<file path="src/rtl/game_tick_gen.sv">
// Game-speed timebase: gameplay tick, tick-toggled clock and speed level that
// accelerate during play, plus a free-running idle clock outside play.
module game_tick_gen #(
  parameter int unsigned CNT_W           = 28,
  parameter int unsigned PERIOD_INIT     = 150000,
  parameter int unsigned PERIOD_MIN      = 80000,
  parameter int unsigned PERIOD_STEP     = 10000,
  parameter int unsigned TICKS_PER_LEVEL = 10000,
  parameter int unsigned LVL_W           = 4,
  parameter int unsigned IDLE_DIV_LOG2   = 23
) (
  input  logic             clk,
  input  logic             rst_n,
  input  logic [1:0]       game_state,
  input  logic             pause,
  output logic             tick,
  output logic             clk_div,
  output logic [CNT_W-1:0] period,
  output logic [LVL_W-1:0] level,
  output logic             at_max_speed
);

  localparam int unsigned TC_W = (TICKS_PER_LEVEL > 1) ? $clog2(TICKS_PER_LEVEL) : 1;

  localparam logic [CNT_W-1:0] P_INIT      = CNT_W'(PERIOD_INIT);
  localparam logic [CNT_W-1:0] P_MIN       = CNT_W'(PERIOD_MIN);
  localparam logic [CNT_W-1:0] P_STEP      = CNT_W'(PERIOD_STEP);
  localparam logic [TC_W-1:0]  TICK_LAST   = TC_W'(TICKS_PER_LEVEL - 1);
  localparam logic [LVL_W-1:0] LVL_MAX     = {LVL_W{1'b1}};
  localparam logic             AT_MAX_INIT = (PERIOD_INIT == PERIOD_MIN);

  localparam logic [1:0] GS_START = 2'd1;
  localparam logic [1:0] GS_END   = 2'd2;

  logic [CNT_W-1:0]         r_cnt;
  logic [TC_W-1:0]          r_tick_cnt;
  logic [CNT_W-1:0]         r_period;
  logic [LVL_W-1:0]         r_level;
  logic                     r_tick;
  logic                     r_clk_div;
  logic                     r_at_max;
  logic [IDLE_DIV_LOG2-1:0] r_idle_cnt;

  logic [CNT_W-1:0] w_cnt_nxt;
  logic [TC_W-1:0]  w_tick_cnt_nxt;
  logic [CNT_W-1:0] w_period_nxt;
  logic [LVL_W-1:0] w_level_nxt;
  logic             w_tick_nxt;
  logic             w_clk_div_nxt;
  logic             w_at_max_nxt;
  logic [CNT_W-1:0] w_period_dec;
  logic             w_idle_bit;

  assign w_idle_bit = r_idle_cnt[IDLE_DIV_LOG2-1];

  // Period after one speed-up, clamped at the floor without underflow
  assign w_period_dec = ((r_period - P_MIN) >= P_STEP) ? (r_period - P_STEP) : P_MIN;

  always_comb begin
    w_cnt_nxt      = r_cnt;
    w_tick_cnt_nxt = r_tick_cnt;
    w_period_nxt   = r_period;
    w_level_nxt    = r_level;
    w_tick_nxt     = 1'b0;
    w_clk_div_nxt  = r_clk_div;
    w_at_max_nxt   = r_at_max;
    case (game_state)
      GS_START: begin
        if (!pause) begin
          if (r_cnt < r_period) begin
            w_cnt_nxt = r_cnt + CNT_W'(1);
          end else begin
            w_cnt_nxt     = '0;
            w_tick_nxt    = 1'b1;
            w_clk_div_nxt = ~r_clk_div;
            if (r_tick_cnt == TICK_LAST) begin
              w_tick_cnt_nxt = '0;
              w_period_nxt   = w_period_dec;
              w_at_max_nxt   = (w_period_dec == P_MIN);
              if (r_level != LVL_MAX) w_level_nxt = r_level + LVL_W'(1);
            end else begin
              w_tick_cnt_nxt = r_tick_cnt + TC_W'(1);
            end
          end
        end
      end
      GS_END: begin
        w_clk_div_nxt = w_idle_bit;
      end
      default: begin
        w_cnt_nxt      = '0;
        w_tick_cnt_nxt = '0;
        w_period_nxt   = P_INIT;
        w_level_nxt    = '0;
        w_clk_div_nxt  = w_idle_bit;
        w_at_max_nxt   = AT_MAX_INIT;
      end
    endcase
  end

  always_ff @(posedge clk or negedge rst_n) begin
    if (!rst_n) begin
      r_cnt      <= '0;
      r_tick_cnt <= '0;
      r_period   <= P_INIT;
      r_level    <= '0;
      r_tick     <= 1'b0;
      r_clk_div  <= 1'b1;
      r_at_max   <= AT_MAX_INIT;
      r_idle_cnt <= '0;
    end else begin
      r_cnt      <= w_cnt_nxt;
      r_tick_cnt <= w_tick_cnt_nxt;
      r_period   <= w_period_nxt;
      r_level    <= w_level_nxt;
      r_tick     <= w_tick_nxt;
      r_clk_div  <= w_clk_div_nxt;
      r_at_max   <= w_at_max_nxt;
      r_idle_cnt <= r_idle_cnt + IDLE_DIV_LOG2'(1);
    end
  end

  assign tick         = r_tick;
  assign clk_div      = r_clk_div;
  assign period       = r_period;
  assign level        = r_level;
  assign at_max_speed = r_at_max;

endmodule

</file>
<file path="config.mk">
export PLATFORM = sky130hd
export DESIGN_NAME = game_tick_gen
export DESIGN_NICKNAME = d
export VERILOG_FILES = /design/src/rtl/game_tick_gen.sv
export SDC_FILE = /design/constraint.sdc
export NUM_CORES = 1
export LEC_CHECK = 0
export CAP_MARGIN = 5
export CORE_MARGIN = 4
export CORE_UTILIZATION = 60
export CTS_CLUSTER_DIAMETER = 100
export DETAILED_ROUTE_END_ITERATION = 16
export GPL_ROUTABILITY_DRIVEN = 1
export GPL_TIMING_DRIVEN = 0
export PLACE_DENSITY = 0.9
export SYNTH_ARGS = -nofsm -noshare
export SYNTH_HDL_FRONTEND = slang
export SYNTH_SLANG_ARGS = --single-unit
</file>
<file path="constraint.sdc">
create_clock -name clk -period 3.3 [get_ports clk]
set_input_delay 0.66 -clock clk [delete_from_list [all_inputs] [get_ports clk]]
set_output_delay 0.66 -clock clk [all_outputs]
set_load 0.01 [all_outputs]
</file>
After elaboration in Yosys (flattened, before gate mapping)
Cells that the tools add are included.
- add/subtract/negate cells: 6
- $mul: 0
- muxes and demuxes: 27
- reduce and logical (&&, ||, !) cells: 5
- div/mod/pow operators: 0
- shifts and indexed selects: 0
- magnitude comparators: 2
- bitwise operators: 2
- eq/ne operators: 9
- operator list (operator ; count):
    28-bit two-way mux ; 6
    28-bit case mux with 2 select lines ; 2
    14-bit two-way mux ; 3
    28-bit by 1-bit adder with 28-bit output (second input constant) ; 1
    28-bit by 17-bit == test with 1-bit output (second input constant) ; 1
    28-bit by 14-bit >= comparator with 1-bit output (second input constant) ; 1
    28-bit < comparator ; 1
    14-bit case mux with 2 select lines ; 1
    28-bit by 14-bit subtractor with 28-bit output (second input constant) ; 1
    28-bit by 17-bit subtractor with 28-bit output (second input constant) ; 1
    23-bit by 1-bit adder with 23-bit output (second input constant) ; 1
    4-bit two-way mux ; 4
    14-bit by 1-bit adder with 14-bit output (second input constant) ; 1
    14-bit == test (second input constant) ; 1
    1-bit two-way mux ; 9
    2-bit != test (second input constant) ; 4
    4-bit case mux with 2 select lines ; 1
    5-bit AND reduction ; 1
    4-bit by 1-bit adder with 4-bit output (second input constant) ; 1
    4-bit != test (second input constant) ; 1
    2-bit AND reduction ; 2
    4-bit AND reduction ; 1
    3-bit AND reduction ; 1
    2-bit by 1-bit == test with 1-bit output (second input constant) ; 1
    3 further kinds ; 4
- memory bits (read-only): 0
- output and inout bits: 35
- logic and storage cells: 59
- register bits after elaboration: 100
- latch bits: 0
- RAM bits: 0
- input port bits: 5
- memories kept: 0

Depth between registers and ports, before layout
- depth after elaboration: 8
- depth in mapped cells: 12
- mapped depth without buffers: 9

Worst setup path after synthesis
No wires, ideal clock.
- kind: register to register
- start: register r_period[8] (netlist: period[8])
- end: register r_cnt[0]
- slack: 346 ps
- stages on the path, launching flop included: 13
- arrival time: 2872 ps
- data required time: 3217 ps
- cell sequence: dfstp_2 clkbuf_1 inv_1 ha_1 a211o_1 a211oi_1 o21ai_0 o211a_1 nor3_2 buf_2 buf_2 nand2_1 o21ai_0
- word-level cells in the longest chain between the ends: 4
- ends and longest elaborated chain (what ; line ; RTL):
    from (decl) ; 37 ; logic [CNT_W-1:0] r_period;
    from (signal assigned) ; 114 ; r_period <= w_period_nxt;
    28-bit < comparator ; 70 ; if (r_cnt < r_period) begin
    28-bit two-way mux ; 70 ;
    28-bit two-way mux ; 69 ; if (!pause) begin
    28-bit case mux with 2 select lines ; 67 ; case (game_state)
    to (signal assigned) ; 112 ; r_cnt <= w_cnt_nxt;
    to (decl) ; 35 ; logic [CNT_W-1:0] r_cnt;
No other way between the ends. The select of a mux whose other input is x is not followed.
A chain may end at the register's enable or synchronous reset.

Worst setup path in the final report
- start: register r_period[15] (netlist: period[15])
- end: register r_cnt[0]
The elaborated chain is that of the path after synthesis.

==> impl_results.md <==
* Internal cell power at about 1.8 mW
* R2R setup slack at ~0.09 ns
* Fmax at between 300 and 400 MHz
* Sw Share at 30.76%
* Vias at around 6100
* Synthesized net count at about 750
* CTS root buf: clkbuf_8
* PD cells at about 350 nW/um^2
* Hold Vio Cnt, Final at 0
* Synth Flop Type: dfrtp_1
* Worst-Margin Slew at 0.7544 ns
* CP cell instances: clkinvlp_4 -> ha_1 -> a21oi_1 -> o21ai_0 -> a221oi_1 -> o31ai_2 -> buf_4 -> nor3_4 -> buf_4 -> buf_4 -> nand2_1 -> o21ai_0
* Maximum fanout along the worst path at 10
* Worst hold slack at between 0.3 and 0.4 ns
* P_sw at between 700 and 800 uW
* First-pass GRT wire length at slightly below 30000 um
* Critical path's slowest cell: dfrtp_1
* CP dominant cell by count: buf_4
* Longest Clk Path Bufs at 2
* Drt via density at ~6.7
* # DRC at 0
* 1st-iter DRT viols at 686
* Post-DP HPWL at about 13000 um
* Setup ws final at between 0.09 and 0.1 ns
* RSZ-0062 raised after global routing: true
* Most frequent cells in the layout: 91 x dfrtp_1, 58 x nor2_1, 39 x inv_1, 39 x nand2_1, 38 x clkdlybuf4s50_1
* H-tree level count at 3
* Port Buffers at 39
* Layout area overhead at 13.99%
* Final worst-path cycle share at between 90 and 100%
* Final Critical Period at between 3 and 4 ns
* Leak pwr at between 3 and 4 nW
* Number of antenna violations at the first check in global routing at 0
* Max-slew violation count at 0
* CTS sink cnt at 100
* CTS tree: yes
* Crit Path Category: reg -> reg
* CP startpoint kind: flip-flop
* Crit path max-delay family: compound AO/OA/AOI/OAI gates
* Placement Setup Slack at -0.8322 ns
* Syn. warnings at 0
* Synthesis-stage register bit count at 100
* Io pins at 40
* Gr usage total at around 29%
* Cell Rows at 37
* Max_slew headroom at between 40% and 50%
* CP endpoint kind: flip-flop
* Netlist cell types at 80
* CTS clock-pin slew for the worst setup and hold paths at roughly 0.10 ns
* Die X-Extent at 111.5 um
* EDFF count, synth at 0
* Metal3 WL at 1440 um
* Status: completed
* Async set-reset flop share out of synthesis at 100.0%
* Starting Density at a little over 60%
* Post-CTS Hold Buffers at 0
* Synth top area cells: dfrtp_1 35%, ha_1 7.0%, dfstp_2 3.7%
* Post-Route Skew at 0.01284 ns
* Worst vdd ir at between 0.0002 and 0.0003 V
* TritonCTS Buffers at 9
* DR WL/cell at slightly below 20 um
* Die Span Y at 111.5 um
* Reg-to-Reg End: r_cnt[0]
* Largest net degree at the start of global routing at 53
* Ant. Diodes at 0
* Total Power at 2.566 mW
* Layout cells sized above 1 at ~11%
* Max layer used: met4
* # setup viols final at 0
* Met2 wire length at roughly 8600 um
* Post-synthesis sequential area ratio at a little under 40%
* Core box area at around 10000 um^2
* Most common cell after layout, fill and taps aside: dfrtp_1
* DRT Pass-1 Iters at 7
* Area of the die at 12440 um^2
* Share of power burned in registers at about half
* Gpl congestion at ~0.96
* Post-Syn Area per Cell at 9.034 um^2
* Worst-Skew Late Latency at 0.38 ns
* Reg2reg start: period[15]
* Cells after synthesis at ~700
* Buf/Inv on CP at 4
* Vias in the first global route at between 5000 and 6000
* GRT overflow at 0
* Layout Nets at 811
* Arrival time at the worst endpoint at ~3.5 ns
* Syn Std Cell Area at ~6400 um^2
* Met1 Wirelength at slightly above 7000 um
* Worst stage delay on the critical path at 0.52 ns
* Synth top area share at between 30% and 40%
* Max-cap check violation count at 0
* Combinational power share at 17.9%
* Setup TNS at 0 ns
* Routed WL at around 18000 um
* Worst reg-to-reg path cell count at 12
* HP Class: in -> async
* Clock share of power at between 30% and 40%
* Area leader, netlist: dfrtp_1
* WP data required at roughly 3.6 ns
* Post-DRT Antenna Nets at 0
synthesized netlist by cell type, drive strengths merged (8+ instances only):
library cell and number:
a31oi 8, or3 13, nor4 15, nand2b 10, inv 39, dfstp 9, dfrtp 91, xor2 19
nor3 26, a21oi 38, and3 13, nand2 39, nand4 36, ha 36, clkbuf 24, nor2 61
xnor2 26, o22ai 9, a211oi 9, o21ai 32, nand3 37, o31ai 10, buf 9
stage by stage:
step | utilization, % | instances | area [um^2]
6_report | 70.70 | 911 | 7332
5_1_grt | 70.70 | 911 | 7332
4_1_cts | 70.02 | 904 | 7261
3_5_place_dp | 67.68 | 888 | 7018
3_3_place_gp | 67.43 | 887 | 6993
2_1_floorplan | - | 712 | 6432
per-layer routing:
layer,GRT usage (%),vias to the layer above
met1,35.65,2934
met3,5.435,83
met5,0,-
li1,-,2785
met4,15.41,0
met2,47.77,340
worst max-delay path by stage:
stage                          start            end  slack (ns)  depth (start not counted)
after global routing      period[26]     period[22]       -0.02                         12
after global placement         rst_n     period[26]       -2.02                          1
final                     period[15]       r_cnt[0]        0.09                         12
after detailed placement  period[17]  r_tick_cnt[8]       -0.83                         12
after floorplan            period[8]       r_cnt[0]        0.35                         12
after CTS                  period[8]       r_cnt[0]        0.04                         11
state kept, by name, indices dropped and copies added (netlist names):
register,cells
tick,1
r_cnt,28
clk_div,1
period,28
r_idle_cnt,23
level,4
at_max_speed,1
r_tick_cnt,14
power groups by stage:
stage,clock (mW),sequential [mW],combinational [mW]
floorplan,0,1.31,0.255
global placement,0,1.31,0.410
detailed placement,0,1.31,0.426
CTS,0.829,1.30,0.419
global route,0.878,1.30,0.495
finish,0.816,1.29,0.459
cell families (layout without fill, tap and decap cells):
group | Yosys count | after routing | share of synthesized area [%]
fa+ha+maj | 36 | 36 | 7.002
compound gates | 170 | 170 | 18.62
buf+inv | 73 | 136 | 4.746
xor+xnor | 45 | 45 | 6.127
flops | 100 | 100 | 39.08
simple gates | 285 | 285 | 23.96
mux | 3 | 3 | 0.4669
repair_timing:
item,in CTS,in global routing
gates resized for setup,10,14
pin swaps,1,1
setup endpoints to repair,76,63
buffers inserted,3,8
layout make-up:
type	count	area (um^2)
flip-flops and latches	100	2514
clock buffers	10	127.6
repair buffers	51	495.5
plain buffers	29	157.7
inverters	40	153.9
multi-input cells	539	3642
well taps	136	170.2
clock inverters	6	71.32
fillers	814	3038
Power figures use the tool's default switching activity.
